`src/rtl/eth_pkg.sv`:
```
// rtl/eth_pkg.sv - shared Ethernet/IPv4 transmit constants and header state enum
//
// Purpose: constants used by the Ethernet, IPv4 and later UDP/ICMP transmit
// stages, plus the IPv4 header serialiser state encoding.
// Ports: none (package).

package eth_pkg;

   localparam logic [15:0] ETH_IP_TYPE     = 16'h0800;
   localparam logic [15:0] ETH_ARP_TYPE    = 16'h0806;
   localparam logic [7:0]  IPV4_VER_IHL    = 8'h45;
   localparam logic [15:0] IPV4_FLAGS_FRAG = 16'h4000;
   localparam logic [15:0] IPV4_HDR_LEN    = 16'd20;

   // One state per group of four header bytes.
   typedef enum logic [2:0] {
      WAIT_START,
      VER_LEN_TX,
      ID_FLAGS_TX,
      TTL_PROTO_CSUM_TX,
      SRC_TX,
      DST_TX
   } ipv4_hdr_state_t;

endpackage

```
`src/rtl/ipv4_csum_acc.sv`:
```
// rtl/ipv4_csum_acc.sv - ones-complement checksum accumulator (16-bit words)
//
// Purpose: sums 16-bit words into a 20-bit accumulator and presents the
// folded, inverted Internet checksum combinationally. Shared by IPv4, UDP
// and ICMP transmit stages.
// Ports:
//   aclk, aresetn  clock, synchronous active-low reset
//   clear          zero the accumulator (takes priority over add)
//   add            add word to the accumulator at this edge
//   word           16-bit word to add
//   csum           ~(fold(fold(acc))) of the current accumulator

import eth_pkg::*;

module ipv4_csum_acc (
   input  logic        aclk,
   input  logic        aresetn,
   input  logic        clear,
   input  logic        add,
   input  logic [15:0] word,
   output logic [15:0] csum
);

   logic [19:0] acc;
   logic [16:0] fold1;
   logic [16:0] fold2;

   always_ff @(posedge aclk) begin
      if (!aresetn) begin
         acc <= 20'h0;
      end else if (clear) begin
         acc <= 20'h0;
      end else if (add) begin
         acc <= acc + {4'h0, word};
      end
   end

   // Two end-around folds: the first can itself carry out once more.
   always_comb begin
      fold1 = {1'b0, acc[15:0]} + {13'h0, acc[19:16]};
      fold2 = {1'b0, fold1[15:0]} + {16'h0, fold1[16]};
      csum  = ~fold2[15:0];
   end

endmodule

```
`src/rtl/ipv4_header_tx.sv`:
```
// rtl/ipv4_header_tx.sv - IPv4 header serialiser, one byte per clock
//
// Purpose: emits the 20-byte IPv4 header directly after the Ethernet header,
// starting the cycle after eth_header_ip_tx_done, computing the header
// checksum on the fly, and pulses ip_header_tx_done with the last byte.
// Optional feature macro: IPV4_ID_INCREMENT_EN (identification field
// increments after every header; otherwise it is constant zero).
// Ports:
//   aclk, aresetn          clock, synchronous active-low reset
//   ip_s_addr, ip_d_addr   source / destination address (latched at start)
//   ip_payload_len         payload length; total_len = len + 20 (wraps)
//   ip_protocol            protocol field
//   eth_header_ip_tx_done  start pulse, ignored unless idle
//   data_out               header byte stream (holds last byte when idle)
//   ip_header_tx_done      one-cycle pulse with header byte 19

import eth_pkg::*;

module ipv4_header_tx #(
   parameter logic [7:0] IP_TTL = 8'd64
) (
   input  logic        aclk,
   input  logic        aresetn,
   input  logic [31:0] ip_s_addr,
   input  logic [31:0] ip_d_addr,
   input  logic [15:0] ip_payload_len,
   input  logic [7:0]  ip_protocol,
   input  logic        eth_header_ip_tx_done,
   output logic [7:0]  data_out,
   output logic        ip_header_tx_done
);

   ipv4_hdr_state_t state, state_n;
   logic [1:0]  count, count_n;
   logic [7:0]  data_n;
   logic        done_n;

   logic [31:0] src_q;
   logic [31:0] dst_q;
   logic [7:0]  proto_q;
   logic [15:0] total_q;
   logic [7:0]  csum_lo_q;
   logic [15:0] id;

   logic        latch;
   logic        acc_clr;
   logic        acc_add;
   logic [15:0] acc_word;
   logic        csum_ld;
   logic [15:0] csum;

   ipv4_csum_acc u_csum (
      .aclk    (aclk),
      .aresetn (aresetn),
      .clear   (acc_clr),
      .add     (acc_add),
      .word    (acc_word),
      .csum    (csum)
   );

`ifdef IPV4_ID_INCREMENT_EN
   always_ff @(posedge aclk) begin
      if (!aresetn) begin
         id <= 16'h0000;
      end else if (done_n) begin
         id <= id + 16'd1;
      end
   end
`else
   assign id = 16'h0000;
`endif

   always_ff @(posedge aclk) begin
      if (!aresetn) begin
         state             <= WAIT_START;
         count             <= 2'd0;
         data_out          <= 8'h00;
         ip_header_tx_done <= 1'b0;
      end else begin
         state             <= state_n;
         count             <= count_n;
         data_out          <= data_n;
         ip_header_tx_done <= done_n;
      end
   end

   always_ff @(posedge aclk) begin
      if (!aresetn) begin
         src_q     <= 32'h0;
         dst_q     <= 32'h0;
         proto_q   <= 8'h0;
         total_q   <= 16'h0;
         csum_lo_q <= 8'h0;
      end else begin
         if (latch) begin
            src_q   <= ip_s_addr;
            dst_q   <= ip_d_addr;
            proto_q <= ip_protocol;
            total_q <= ip_payload_len + IPV4_HDR_LEN;
         end
         if (csum_ld) begin
            csum_lo_q <= csum[7:0];
         end
      end
   end

   // Within each state, {state, count} names the byte registered at the
   // coming edge; the accumulator word added at that edge rides alongside
   // so the sum is complete exactly when byte 10 needs it.
   always_comb begin
      state_n  = state;
      count_n  = count + 2'd1;
      data_n   = data_out;
      done_n   = 1'b0;
      latch    = 1'b0;
      acc_clr  = 1'b0;
      acc_add  = 1'b0;
      acc_word = 16'h0000;
      csum_ld  = 1'b0;

      case (state)
         WAIT_START: begin
            count_n = count;
            if (eth_header_ip_tx_done) begin
               state_n = VER_LEN_TX;
               count_n = 2'd1;
               data_n  = IPV4_VER_IHL;
               latch   = 1'b1;
               acc_clr = 1'b1;
            end
         end
         VER_LEN_TX: begin
            acc_add = 1'b1;
            case (count)
               2'd1: begin
                  data_n   = 8'h00;
                  acc_word = {IPV4_VER_IHL, 8'h00};
               end
               2'd2: begin
                  data_n   = total_q[15:8];
                  acc_word = total_q;
               end
               2'd3: begin
                  data_n   = total_q[7:0];
                  acc_word = id;
                  state_n  = ID_FLAGS_TX;
               end
               default: acc_add = 1'b0;
            endcase
         end
         ID_FLAGS_TX: begin
            acc_add = 1'b1;
            case (count)
               2'd0: begin
                  data_n   = id[15:8];
                  acc_word = IPV4_FLAGS_FRAG;
               end
               2'd1: begin
                  data_n   = id[7:0];
                  acc_word = {IP_TTL, proto_q};
               end
               2'd2: begin
                  data_n   = IPV4_FLAGS_FRAG[15:8];
                  acc_word = src_q[31:16];
               end
               default: begin
                  data_n   = IPV4_FLAGS_FRAG[7:0];
                  acc_word = src_q[15:0];
                  state_n  = TTL_PROTO_CSUM_TX;
               end
            endcase
         end
         TTL_PROTO_CSUM_TX: begin
            case (count)
               2'd0: begin
                  data_n   = IP_TTL;
                  acc_add  = 1'b1;
                  acc_word = dst_q[31:16];
               end
               2'd1: begin
                  data_n   = proto_q;
                  acc_add  = 1'b1;
                  acc_word = dst_q[15:0];
               end
               2'd2: begin
                  data_n  = csum[15:8];
                  csum_ld = 1'b1;
               end
               default: begin
                  data_n  = csum_lo_q;
                  state_n = SRC_TX;
               end
            endcase
         end
         SRC_TX: begin
            case (count)
               2'd0:    data_n = src_q[31:24];
               2'd1:    data_n = src_q[23:16];
               2'd2:    data_n = src_q[15:8];
               default: begin
                  data_n  = src_q[7:0];
                  state_n = DST_TX;
               end
            endcase
         end
         DST_TX: begin
            case (count)
               2'd0:    data_n = dst_q[31:24];
               2'd1:    data_n = dst_q[23:16];
               2'd2:    data_n = dst_q[15:8];
               default: begin
                  data_n  = dst_q[7:0];
                  done_n  = 1'b1;
                  state_n = WAIT_START;
               end
            endcase
         end
         default: begin
            state_n = WAIT_START;
            count_n = 2'd0;
         end
      endcase
   end

endmodule

```
`config.mk`:
```
export PLATFORM = sky130hd
export DESIGN_NAME = ipv4_header_tx
export DESIGN_NICKNAME = d
export VERILOG_FILES = /design/src/rtl/eth_pkg.sv /design/src/rtl/ipv4_csum_acc.sv /design/src/rtl/ipv4_header_tx.sv
export SDC_FILE = /design/constraint.sdc
export NUM_CORES = 1
export LEC_CHECK = 0
export ABC_AREA = 1
export BUFFER_PORTS_ARGS = -buffer_cell sky130_fd_sc_hd__buf_2
export CORE_ASPECT_RATIO = 0.7
export CORE_MARGIN = 10
export CORE_UTILIZATION = 50
export DETAILED_ROUTE_END_ITERATION = 7
export MAX_ROUTING_LAYER = met4
export PLACE_DENSITY_LB_ADDON = 0.25
export SYNTH_ARGS = -nofsm -noshare
export SYNTH_HDL_FRONTEND = slang
export SYNTH_SLANG_ARGS = --single-unit
```
`constraint.sdc`:
```
create_clock -name aclk -period 3.6 [get_ports aclk]
set_input_delay 0.18 -clock aclk [delete_from_list [all_inputs] [get_ports aclk]]
set_output_delay 0.18 -clock aclk [all_outputs]
set_load 0.02 [all_outputs]
```
== Word level (Yosys, flattened, before mapping) ==
Index checks and enable logic that the tools add are counted.
Widths: inputs -> output; s select.
Storage, ports and cells
  register bits after elaboration: 130
  bits in latches: 0
  RAM bits: 0
  ROM bits: 0
  bits of input ports: 91
  logic and storage cells: 71
  memories kept: 0
Cells by class
  add/sub/neg operators: 5
  multiply operators: 0
  div/mod/pow operators: 0
  order comparisons: 0
  equal/unequal tests: 15
  shifts and indexed selects: 0
  multiplexer cells: 28
  bitwise logic cells: 2
  reductions and logical operators: 11
Operators with widths (number)
  $pmux 16 s3: 2
  $pmux 8 s3: 4
  $pmux 16 s2: 2
  $pmux 8 s6: 1
  $add 20x16->20: 1
  $mux 3: 6
  $pmux 3 s6: 1
  $add 16x4->17: 1
  $add 16x1->16: 1
  $add 16x5->16 const B: 1
  $not 16->16: 1
  $ne 2x2->1 const B: 5
  $mux 8: 1
  $mux 1: 7
  $mux 7: 1
  $eq 3x2->1 const B: 2
  $eq 3x3->1 const B: 2
  $reduce_and 6->1: 1
  $reduce_bool 6->1: 1
  $reduce_or 3->1: 2
  $reduce_or 5->1: 1
  $eq 2x2->1 const B: 2
  $ne 4x3->1 const B: 1
  $pmux 2 s2: 1
  12 further kinds: 13

== Logic depth before layout (Yosys ltp) ==
Gate-level depths: netlist of the first run.
  depth after elaboration: 5
  mapped depth: 26

== By module ==
From an unflattened synthesis of the first run, not the netlist that was laid out.
Second synthesis, totals
  cells, all modules: 1350
  area, all modules: 8513.2 µm²
By module, submodules not included
  ipv4_header_tx: instances 1, cells each 888, area each 5786.8 µm², seq. area each 2202.1 µm²
  ipv4_csum_acc: instances 1, cells each 462, area each 2726.4 µm², seq. area each 400.4 µm²

== Worst setup path before layout of the first run ==
No wires, ideal clock.
  kind: register -> register
  from: register count[0]
  to: register u_csum.acc[12]
  data arrival time: 3389 ps
  data required time: 3484 ps
  path slack: 94 ps
  cell stages (with the launch flop): 26
  buffers on the path: 3
  clock period less this slack: 3506 ps
  cells stage by stage: dfxtp_1 ha_1 inv_1 clkbuf_1 clkbuf_1 clkbuf_1 o211ai_1 nand3_1 nand3_1 ha_1 fa_1 nand3_1 nand3_1 nand2_1 nand2_1 nand2_1 nand2_1 nand2_1 nand2_1 nand2_1 nand2_1 nand2_1 nand2_1 xor2_1 o211ai_1 inv_1
On the way
  longest elaborated chain between the ends: 4
  elaborated cells between the ends (all ways): 14
Ends and longest elaborated chain
  start, declared: line ipv4_header_tx.sv:34  | logic [1:0] count, count_n;
  start signal, assigned: line ipv4_header_tx.sv:81  | count <= count_n;
  $eq 2x2->1 (tied with other cells): line ipv4_header_tx.sv:134, ipv4_header_tx.sv:153
  $pmux 16 s3 (tied with other cells): line ipv4_header_tx.sv:153  | case (count)
  $pmux 16 s3 (tied with other cells): line ipv4_header_tx.sv:121  | case (state)
  $add 20x16->20 or $pmux 1 s3 (tied branches): line ipv4_csum_acc.sv:34, ipv4_header_tx.sv:121
  end signal, assigned: line ipv4_csum_acc.sv:34  | acc <= acc + {4'h0, word};
  end, declared: line ipv4_csum_acc.sv:24  | logic [19:0] acc;
Several ways; a longest one is shown, not always the timed one.
A chain may end at the register's enable or synchronous reset.

== Worst setup path after layout of the first run ==
  from: register count[0]
  to: register u_csum.acc[11]
The elaborated chain is that of the path after synthesis.

==> results of run 1 <==
==> worst reg2reg max path: stages, from the launching register on <==
cell and delay [ns]:
dfxtp_1 0.33, inv_1 0.15, ha_2 0.28, clkinvlp_4 0.21
buf_4 0.19, o211ai_1 0.18, nand3_1 0.20, nand3_1 0.14
ha_1 0.28, a21oi_1 0.17, nand2_1 0.10, nand2_1 0.07
nand2_1 0.05, nand2_1 0.05, nand2_1 0.12, nand2_1 0.09
nand2_1 0.08, nand2_1 0.07, nand2_1 0.07, nand2_1 0.07
nand2_1 0.05, xor2_1 0.14, o211ai_1 0.16, inv_1 0.05
==> state kept, by name, indices dropped and copies added (netlist names) <==
name	flops
csum_lo_q	8
count	2
src_q	32
state	3
total_q	16
u_csum.acc	20
dst_q	32
ip_header_tx_done	1
proto_q	8
data_out	8
==> worst paths after layout <==
check                                         from        endpoint  slack [ns]  depth (start not counted)
worst max-delay path                      count[0]  u_csum.acc[11]        0.20                         23
worst min register to register         data_out[7]     data_out[7]        0.47                          2
worst min-delay path            ip_payload_len[14]     total_q[14]        0.04                          3
worst max register to register            count[0]  u_csum.acc[11]        0.20                         23
==> cells by family after synthesis <==
| group | after synthesis |
|---|---|
| DFF | 130 |
| AOI/OAI and AO/OA | 297 |
| buffers and inverters | 212 |
| xor gates and xnor gates | 23 |
| and+or+nand+nor | 450 |
| adders and majority gates | 30 |
==> synth_stat cells (all sizes together) (5+ instances only) <==
master / n
buf: 10
clkbuf: 37
o21ai: 130
nand3: 75
nand2: 277
o22ai: 23
dfxtp: 130
nor2: 69
o211ai: 23
xnor2: 5
o221ai: 13
nor3: 11
ha: 28
xor2: 18
inv: 164
a31oi: 5
nand4: 13
a21oi: 65
a22o: 21
==> power groups by stage <==
stage / registers (mW) / clock network, mW / logic (mW)
finish: 2.03 / 1.68 / 2.84
global route: 2.05 / 1.76 / 3.11
CTS: 2.01 / 1.69 / 2.70
detailed placement: 2.04 / 0 / 2.62
global placement: 2.04 / 0 / 2.62
floorplan: 1.98 / 0 / 1.76
==> layout make-up <==
type                       count  area share, %
sequential                   130           26.1
timing repair buffer         208           15.2
antenna                        4          0.101
clock inverter                15           1.43
inverter                     165           6.26
tap                          195           2.45
multi-input combinational    800           44.1
timing repair inverter         1         0.0754
clock buffer                  17           4.27
==> cells in the final DEF (no fill, tap or decap), types with 3 or more instances in the layout <==
cell / count
a211oi_1: 3
inv_8: 4
dfxtp_1: 130
a21oi_1: 63
nand3_1: 69
nor2_1: 61
ha_2: 3
o22ai_1: 23
xor2_1: 18
a22o_1: 21
dlygate4sd3_1: 75
inv_1: 150
o211ai_1: 23
nor2_4: 5
nand3_2: 4
a221oi_1: 4
o221ai_1: 12
nor3_1: 8
nand2_1: 265
buf_4: 33
ha_1: 25
xnor2_1: 5
inv_6: 5
a31oi_1: 5
o21ai_0: 125
diode_2: 4
nand2_2: 9
nand4_1: 13
clkinvlp_4: 4
buf_2: 99
o21ai_1: 5
clkbuf_16: 17
nand2_4: 3
nor3_2: 3
inv_2: 13
==> per-stage QoR <==
stage / std cells / setup TNS [ns] / setup WS (ns) / cell area [um2] / hold WS [ns]
5_1_grt: 1535 / -0.0315 / -0.0225 / 9960 / 0.0428
3_5_place_dp: 1417 / 0 / 0.0604 / 8540 / 0.383
6_report: 1535 / 0 / 0.202 / 9960 / 0.0436
3_3_place_gp: 1417 / 0 / 0.148 / 8540 / 0.379
2_1_floorplan: 1142 / 0 / 0.0944 / 7760 / 0.287
4_1_cts: 1524 / 0 / 0.0326 / 9860 / 0.0376
==> what timing repair did <==
item / in CTS / in global routing
hold buffers: 75 / 0
hold endpoints to repair: 75 / 0
buffers inserted: 0 / 6
endpoints found under the setup margin: 0 / 13
resized for setup: 0 / 13
==> per-layer routing <==
| layer | up-vias | GRT usage, % | share of wire (%) |
|---|---|---|---|
| met5 | - | - | 0 |
| met4 | 0 | 6.61 | 1.1 |
| met3 | 42 | 8.22 | 12 |
| met2 | 459 | 34.5 | 40 |
| met1 | 3822 | 38.6 | 47 |
| li1 | 4184 | - | - |
==> results.yml, run 1 <==
run_status:
  status: "finished clean"
layout:
  multi_input_area_um2: 4390
  ff_latch_area_um2: 2600
  layout-drive-gt1-share_pct: 16.2
  nFillCells: 1300
  nNetsFinal: 1444
  area_delta_synth_final_pct: 28.4
  final_core_util_pct: 66.6
sta:
  hold_viol: 0
  drv_slew: 0
  min_period_ns: 3.40
  skew_ns: 0.0162
  maxSlewHeadroom_pct: 46.7
  fmax_mhz: 294
  setup_viol_count_final: 0
  tightest_slew_ns: 0.797
  post-route-period-util_pct: 94.4
critical_path:
  max_stage_delay_ns: 0.33
  crit_arrival_ns: 3.72
  critPathMostFrequentCell: "nand2_1"
  path_cells: "inv_1 > ha_2 > clkinvlp_4 > buf_4 > o211ai_1 > nand3_1 > nand3_1 > ha_1 > a21oi_1 > nand2_1 > nand2_1 > nand2_1 > nand2_1 > nand2_1 > nand2_1 > nand2_1 > nand2_1 > nand2_1 > nand2_1 > nand2_1 > xor2_1 > o211ai_1 > inv_1"
  crit_type: "register to register"
  critPathLaunchType: "register"
  cp-end-kind: "register"
  crit_required_ns: 3.92
  cp_slowest_cell: "dfxtp_1"
  critPathBufInv: 4
  critPathMaxFanout: 7
  path_delay_family: "simple AND/OR/NAND/NOR gates"
logic_synthesis:
  synth_simple_gate_area_share_pct: 25.6
  async_flop_share_pct: 0
  synth.area.mux_share_pct: 0
  yosysSeqAreaShare_pct: 33.6
  synth_area_leaders: "dfxtp_1 (34%), nand2_1 (13%), o21ai_0 (8.1%)"
  synth_compound_area_share_pct: 22.8
  synth_edf_count: 0
  synth_top_family_by_area: "simple AND/OR/NAND/NOR gates"
  netlist_instances: 1142
  synth_area_um2: 7760
  synthAdderAreaFrac_pct: 5.03
  yosys_register_bits: 130
  yosysTopAreaCell: "dfxtp_1"
  avgSynthCellArea_um2: 6.79
  synth_xor_area_share_pct: 2.60
  synth_flop_cell: "dfxtp_1"
  ys_warn_count: 0
  yosysUniqueCellTypes: 46
  synth_fp_nets: 1263
  yosys.area.top_type_share_pct: 33.6
route:
  vias_per_cell: 5.54
  drc: 0
  drtPass1Iterations: 6
  drt-total-wl_um: 28200
  dr.first_iter.drc_count: 1194
  antenna_left: 0
  wl_per_cell_um: 18.3
  vias: 8507
global_route:
  grt_pass1_wl_um: 43300
  antenna_found_initial: 4
  overflow: 0
  grt_pass1_vias: 7768
  grt_usage_pct: 26.6
  grt_max_degree: 45
floorplanning:
  die_h_um: 124
  fp.dieW_um: 169
  pin_count: 100
  die_area_um2: 21000
  core_um2: 15000
  num_rows: 37
  start_util_pct: 51.9
place:
  port_buffers: 99
  gp_congestion: 1.02
  hpwl_um: 20900
power_and_ir_drop:
  power_report.internal_total_mw: 3.59
  clockPowerShare_pct: 25.7
  p_leak_nw: 4.55
  power.density_nw_per_um2: 658
  p_seq_share_pct: 30.9
  switching_share_pct: 45.1
  total_power_mw: 6.55
  power.switching_mw: 2.96
  max-vdd-ir-drop_uv: 286
  combPwrFrac_pct: 43.4
clock_tree:
  cts_tree: "done"
  cts-root-buf: "clkbuf_16"
  insertion_delay_ns: 0.44
  cts-htree-levels: 4
  cts.sinks: 130
  clkTransAtPathRegs_ns: 0.06
  tritoncts.num_buffers: 17
  cts_buffer_depth: 2
hold_path:
  hp-class: "input pin to register"
flow_run:
  cap_violations: 0
No activity file was read; power rests on OpenSTA's default activity.
==> run 2: changes to the inputs <==
--- a/config.mk
+++ b/config.mk
@@ -11,7 +11,6 @@
 export CORE_MARGIN = 10
 export CORE_UTILIZATION = 50
 export DETAILED_ROUTE_END_ITERATION = 7
-export MAX_ROUTING_LAYER = met4
 export PLACE_DENSITY_LB_ADDON = 0.25
 export SYNTH_ARGS = -nofsm -noshare
 export SYNTH_HDL_FRONTEND = slang
==> results.yml, run 2 (synthesis results as in run 1) <==
run_status:
  status: "finished clean"
clock_tree:
  cts-root-buf: "clkbuf_16"
  cts_buffer_depth: 2
  clkTransAtPathRegs_ns: 0.06
  cts_tree: "done"
  insertion_delay_ns: 0.42
  cts.sinks: 130
  cts-htree-levels: 4
  tritoncts.num_buffers: 17
critical_path:
  critPathMostFrequentCell: "nand3_1"
  critPathMaxFanout: 6
  critPathLaunchType: "register"
  cp_slowest_cell: "clkinvlp_2"
  crit_type: "register to register"
  max_stage_delay_ns: 0.34
  cp-end-kind: "register"
  crit_required_ns: 3.91
  path_cells: "inv_1 > ha_1 > clkinvlp_2 > o211ai_1 > nand3_1 > nand3_1 > ha_1 > a21oi_1 > o21ai_0 > a21oi_1 > nand2_1 > nand3_1 > nand2_1 > xor2_1 > o211ai_1 > inv_1"
  crit_arrival_ns: 3.76
place:
  port_buffers: 99
  hpwl_um: 20600
  gp_congestion: 1.03
  pre_cts_ws_ns: 0.0952
sta:
  skew_ns: 0.0124
  rsz0062_at_grt: "no"
  post-route-period-util_pct: 95.9
  setup_tns_ns: 0
  drv_slew: 0
  fin_ws_ns: 0.148
  hold_viol: 0
  maxSlewHeadroom_pct: 41.5
  min_period_ns: 3.45
  setup_viol_count_final: 0
  tightest_slew_ns: 0.875
  fmax_mhz: 290
power_and_ir_drop:
  combPwrFrac_pct: 43.4
  power.density_nw_per_um2: 655
  power_report.internal_total_mw: 3.58
  p_seq_share_pct: 31.9
  clockPowerShare_pct: 24.7
  power.switching_mw: 2.84
  switching_share_pct: 44.2
  max-vdd-ir-drop_uv: 305
  total_power_mw: 6.42
  p_leak_nw: 4.47
flow_run:
  cap_violations: 0
route:
  wl_per_cell_um: 18.2
  dr.first_iter.drc_count: 1039
  drc: 0
  drtPass1Iterations: 6
  vias_per_cell: 5.60
  drt-total-wl_um: 27600
  antenna_left: 0
  vias: 8501
floorplanning:
  die_h_um: 124
  num_rows: 37
  pin_count: 100
  fp.dieW_um: 169
  start_util_pct: 51.9
  die_area_um2: 21000
  core_um2: 15000
layout:
  layout_commonest_cell: "nand2_1"
  layout-drive-gt1-share_pct: 15.6
  num_antenna_cells: 0
  ff_latch_area_um2: 2600
  reg_top3: "dst_q x32, src_q x32, u_csum.acc x20"
  nNetsFinal: 1432
  multi_input_area_um2: 4370
  nFillCells: 1272
  final_cell_mix: "nand2_1 (266), inv_1 (149), dfxtp_1 (130)"
  area_delta_synth_final_pct: 26.3
global_route:
  antenna_found_initial: 1
  grt_max_degree: 80
  overflow: 0
  grt_pass1_vias: 7576
  grt_usage_pct: 24.9
  grt_pass1_wl_um: 42200
hold_path:
  hp-class: "input pin to register"
==> run 2: cell count changes in the layout (fill, tap and decap cells not counted), moves of 3 or more <==
cell | before | now
dlygate4sd3_1 | 75 | 68
inv_6 | 5 | 2
diode_2 | 4 | 0
inv_8 | 4 | 0
buf_4 | 33 | 28
==> run 2: worst paths after layout <==
path | start | end | slack (ns) | cells past startpoint
worst min register to register | data_out[7] | data_out[7] | 0.46 | 2
worst max-delay path | count[0] | u_csum.acc[15] | 0.15 | 16
worst min-delay path | ip_protocol[0] | proto_q[0] | 0.01 | 2
worst max register to register | count[0] | u_csum.acc[15] | 0.15 | 16
==> run 2: final cells by class <==
class,count,area share [%]
multi-input combinational,800,44.6
sequential,130,26.6
timing repair buffer,196,14.4
inverter,165,6.44
clock buffer,20,4.66
tap,195,2.49
clock inverter,11,0.830
timing repair inverter,1,0.0511
==> run 2: critical path, delay by kind of cell (launching register included) <==
kind | cells | cell delay (ns)
xor+xnor | 1 | 0.15
compound gates | 5 | 1.00
buf+inv | 3 | 0.54
flops | 1 | 0.33
simple gates | 5 | 0.74
fa+ha+maj | 2 | 0.57
==> run 2: through the flow <==
| step | hold WS (ns) | instance area (um2) | utilization, % | instances |
|---|---|---|---|---|
| after global routing | 0.00785 | 9800 | 65.5 | 1518 |
| final | 0.0135 | 9800 | 65.5 | 1518 |
| after floorplan | 0.287 | 7760 | - | 1142 |
| after CTS | 0.00134 | 9690 | 64.8 | 1508 |
| after detailed placement | 0.383 | 8490 | 56.7 | 1410 |
| after global placement | 0.380 | 8490 | 56.7 | 1410 |
==> run 2: per-layer routing <==
| metal | track usage (%) | part of all wire (%) |
|---|---|---|
| met1 | 37.7 | 47 |
| met2 | 33.0 | 40 |
| met3 | 7.81 | 12 |
| met4 | 5.18 | 1.3 |
| met5 | 0 | 0.029 |
==> run 2: power groups by stage <==
stage | Clock [mW] | Sequential, mW | Combinational (mW)
finish | 1.59 | 2.05 | 2.79
global route | 1.67 | 2.07 | 3.05
CTS | 1.60 | 2.02 | 2.63
detailed placement | 0 | 2.05 | 2.56
global placement | 0 | 2.05 | 2.56
floorplan | 0 | 1.98 | 1.76
==> run 2: what timing repair did <==
action                     4_1_cts  5_1_grt
gates resized for setup          0        9
hold buffers                    67        1
hold endpoints to repair        67        1
setup buffers                    0        8
setup endpoints to repair        0       14
==> run 3: changes to the inputs <==
--- a/config.mk
+++ b/config.mk
@@ -6,6 +6,7 @@
 export NUM_CORES = 1
 export LEC_CHECK = 0
 export ABC_AREA = 1
+export ABC_CLOCK_PERIOD_IN_PS = 3600
 export BUFFER_PORTS_ARGS = -buffer_cell sky130_fd_sc_hd__buf_2
 export CORE_ASPECT_RATIO = 0.7
 export CORE_MARGIN = 10
==> constraint.sdc (replaced) <==
create_clock -name aclk -period 3.6 [get_ports aclk]
set_input_delay 1.08 -clock aclk [delete_from_list [all_inputs] [get_ports aclk]]
set_output_delay 1.08 -clock aclk [all_outputs]
set_load 0.01 [all_outputs]
==> results.yml, run 3 (synthesis results as in run 1) <==
run_status:
  status: "finished clean"
power_and_ir_drop:
  clockPowerShare_pct: 25.8
  power_report.internal_total_mw: 3.55
  max-vdd-ir-drop_uv: 318
  p_leak_nw: 4.23
  total_power_mw: 6.46
  power.density_nw_per_um2: 704
  combPwrFrac_pct: 42.7
  p_seq_share_pct: 31.4
  switching_share_pct: 45.1
  power.switching_mw: 2.91
layout:
  final_cell_mix: "nand2_1 (266), inv_1 (148), dfxtp_1 (130)"
  layout_commonest_cell: "nand2_1"
  layout-drive-gt1-share_pct: 16.8
  nFillCells: 1419
  reg_top3: "dst_q x32, src_q x32, u_csum.acc x20"
  area_delta_synth_final_pct: 18.3
  nNetsFinal: 1364
  num_antenna_cells: 0
  stdcell_area_um2: 9180
place:
  gp_congestion: 0.993
  hpwl_um: 21000
  port_buffers: 99
  dpl_cell_area_um2: 8540
critical_path:
  critPathLaunchType: "register"
  reg2reg_from: "count[0]"
  max_stage_delay_ns: 0.34
  crit_path_start: "count[0]"
  crit_required_ns: 3.92
  crit_arrival_ns: 3.76
  cp_slowest_cell: "ha_1"
  cp-end-kind: "register"
  path_cells: "inv_1 > ha_1 > clkinvlp_4 > buf_4 > o21ai_0 > o21ai_0 > o221ai_1 > ha_1 > a21oi_1 > o21ai_0 > a21oi_1 > nand2_1 > nand3_1 > nand2_1 > nand3_1 > nand2_1 > a21oi_1 > nor2_1"
  critPathMaxFanout: 9
  crit_type: "register to register"
floorplanning:
  num_rows: 37
  fp.dieW_um: 169
  pin_count: 100
  die_h_um: 124
  core_um2: 15000
  die_area_um2: 21000
  start_util_pct: 51.9
sta:
  post-route-period-util_pct: 95.6
  tightest_slew_ns: 0.821
  min_period_ns: 3.44
  maxSlewHeadroom_pct: 45.2
  drv_slew: 0
  fmax_mhz: 291
  setup_viol_count_final: 0
  skew_ns: 0.00684
  hold_viol: 0
route:
  antenna_left: 0
  drc: 0
  vias_per_cell: 5.65
  drtPass1Iterations: 6
  wl_per_cell_um: 18.4
  dr.first_iter.drc_count: 1116
  drt-total-wl_um: 26700
  vias: 8195
clock_tree:
  cts-root-buf: "clkbuf_16"
  cts_tree: "done"
  postCtsHoldBufs: 0
  clkTransAtPathRegs_ns: 0.06
  cts_buffer_depth: 2
  cts.sinks: 130
  insertion_delay_ns: 0.43
  cts-htree-levels: 4
  tritoncts.num_buffers: 17
flow_run:
  cap_violations: 0
hold_path:
  hold_start: "data_out[4]"
  hp-class: "register to register"
global_route:
  grt_pass1_vias: 7445
  antenna_found_initial: 1
  grt_max_degree: 50
  overflow: 0
  grt_pass1_wl_um: 41400
  grt_usage_pct: 24.6
## run 3: metal layers
layer  global-route usage, %  share of wire (%)
met1                    37.6                 47
met2                    31.2                 39
met3                    8.94                 13
met4                    4.98                1.1
met5                       0              0.049
## run 3: critical path: cells and delay by family (launching register included)
kind,cells,cell delay (ns)
simple gates,6,0.59
compound gates,7,1.28
flops,1,0.33
fa+ha+maj,2,0.58
buf+inv,3,0.56
## run 3: what timing repair did
action / CTS / global route
setup endpoints to repair: 0 / 16
endpoints found under the hold margin: 0 / 0
setup buffers: 0 / 2
gates resized for setup: 0 / 13
## run 3: power groups by stage
stage	Sequential (mW)	Clock, mW	Combinational (mW)
finish	2.03	1.67	2.76
global route	2.06	1.75	3.04
global placement	2.04	0	2.61
floorplan	1.97	0	1.76
CTS	2.02	1.68	2.64
detailed placement	2.04	0	2.61
## run 3: cell type report
type	instances	area, um2	share of cell area, %
Sequential cell	130	2600	28.4
Inverter	165	627	6.83
Multi-Input combinational cell	800	4390	47.8
Tap cell	195	244	2.66
Clock inverter	15	141	1.54
Clock buffer	17	425	4.64
Timing Repair Buffer	129	749	8.17
## run 3: worst paths after layout
path | endpoint | slack, ns | cells after the start
worst max-delay path | u_csum.acc[19] | 0.16 | 18
worst min-delay path | data_out[4] | 0.47 | 2
worst max register to register | u_csum.acc[19] | 0.16 | 18
worst min register to register | data_out[4] | 0.47 | 2
## run 3: stage by stage
stage / hold WS (ns) / utilization (%) / setup slack (ns) / instances / TNS [ns]
floorplan: 0.442 / - / 0.0944 / 1142 / 0
global placement: 0.453 / 57.1 / 0.213 / 1417 / 0
detailed placement: 0.456 / 57.1 / 0.0804 / 1417 / 0
CTS: 0.469 / 60.9 / 0.0415 / 1449 / 0
global route: 0.500 / 61.4 / -0.00709 / 1451 / -0.0104
finish: 0.467 / 61.4 / 0.160 / 1451 / 0
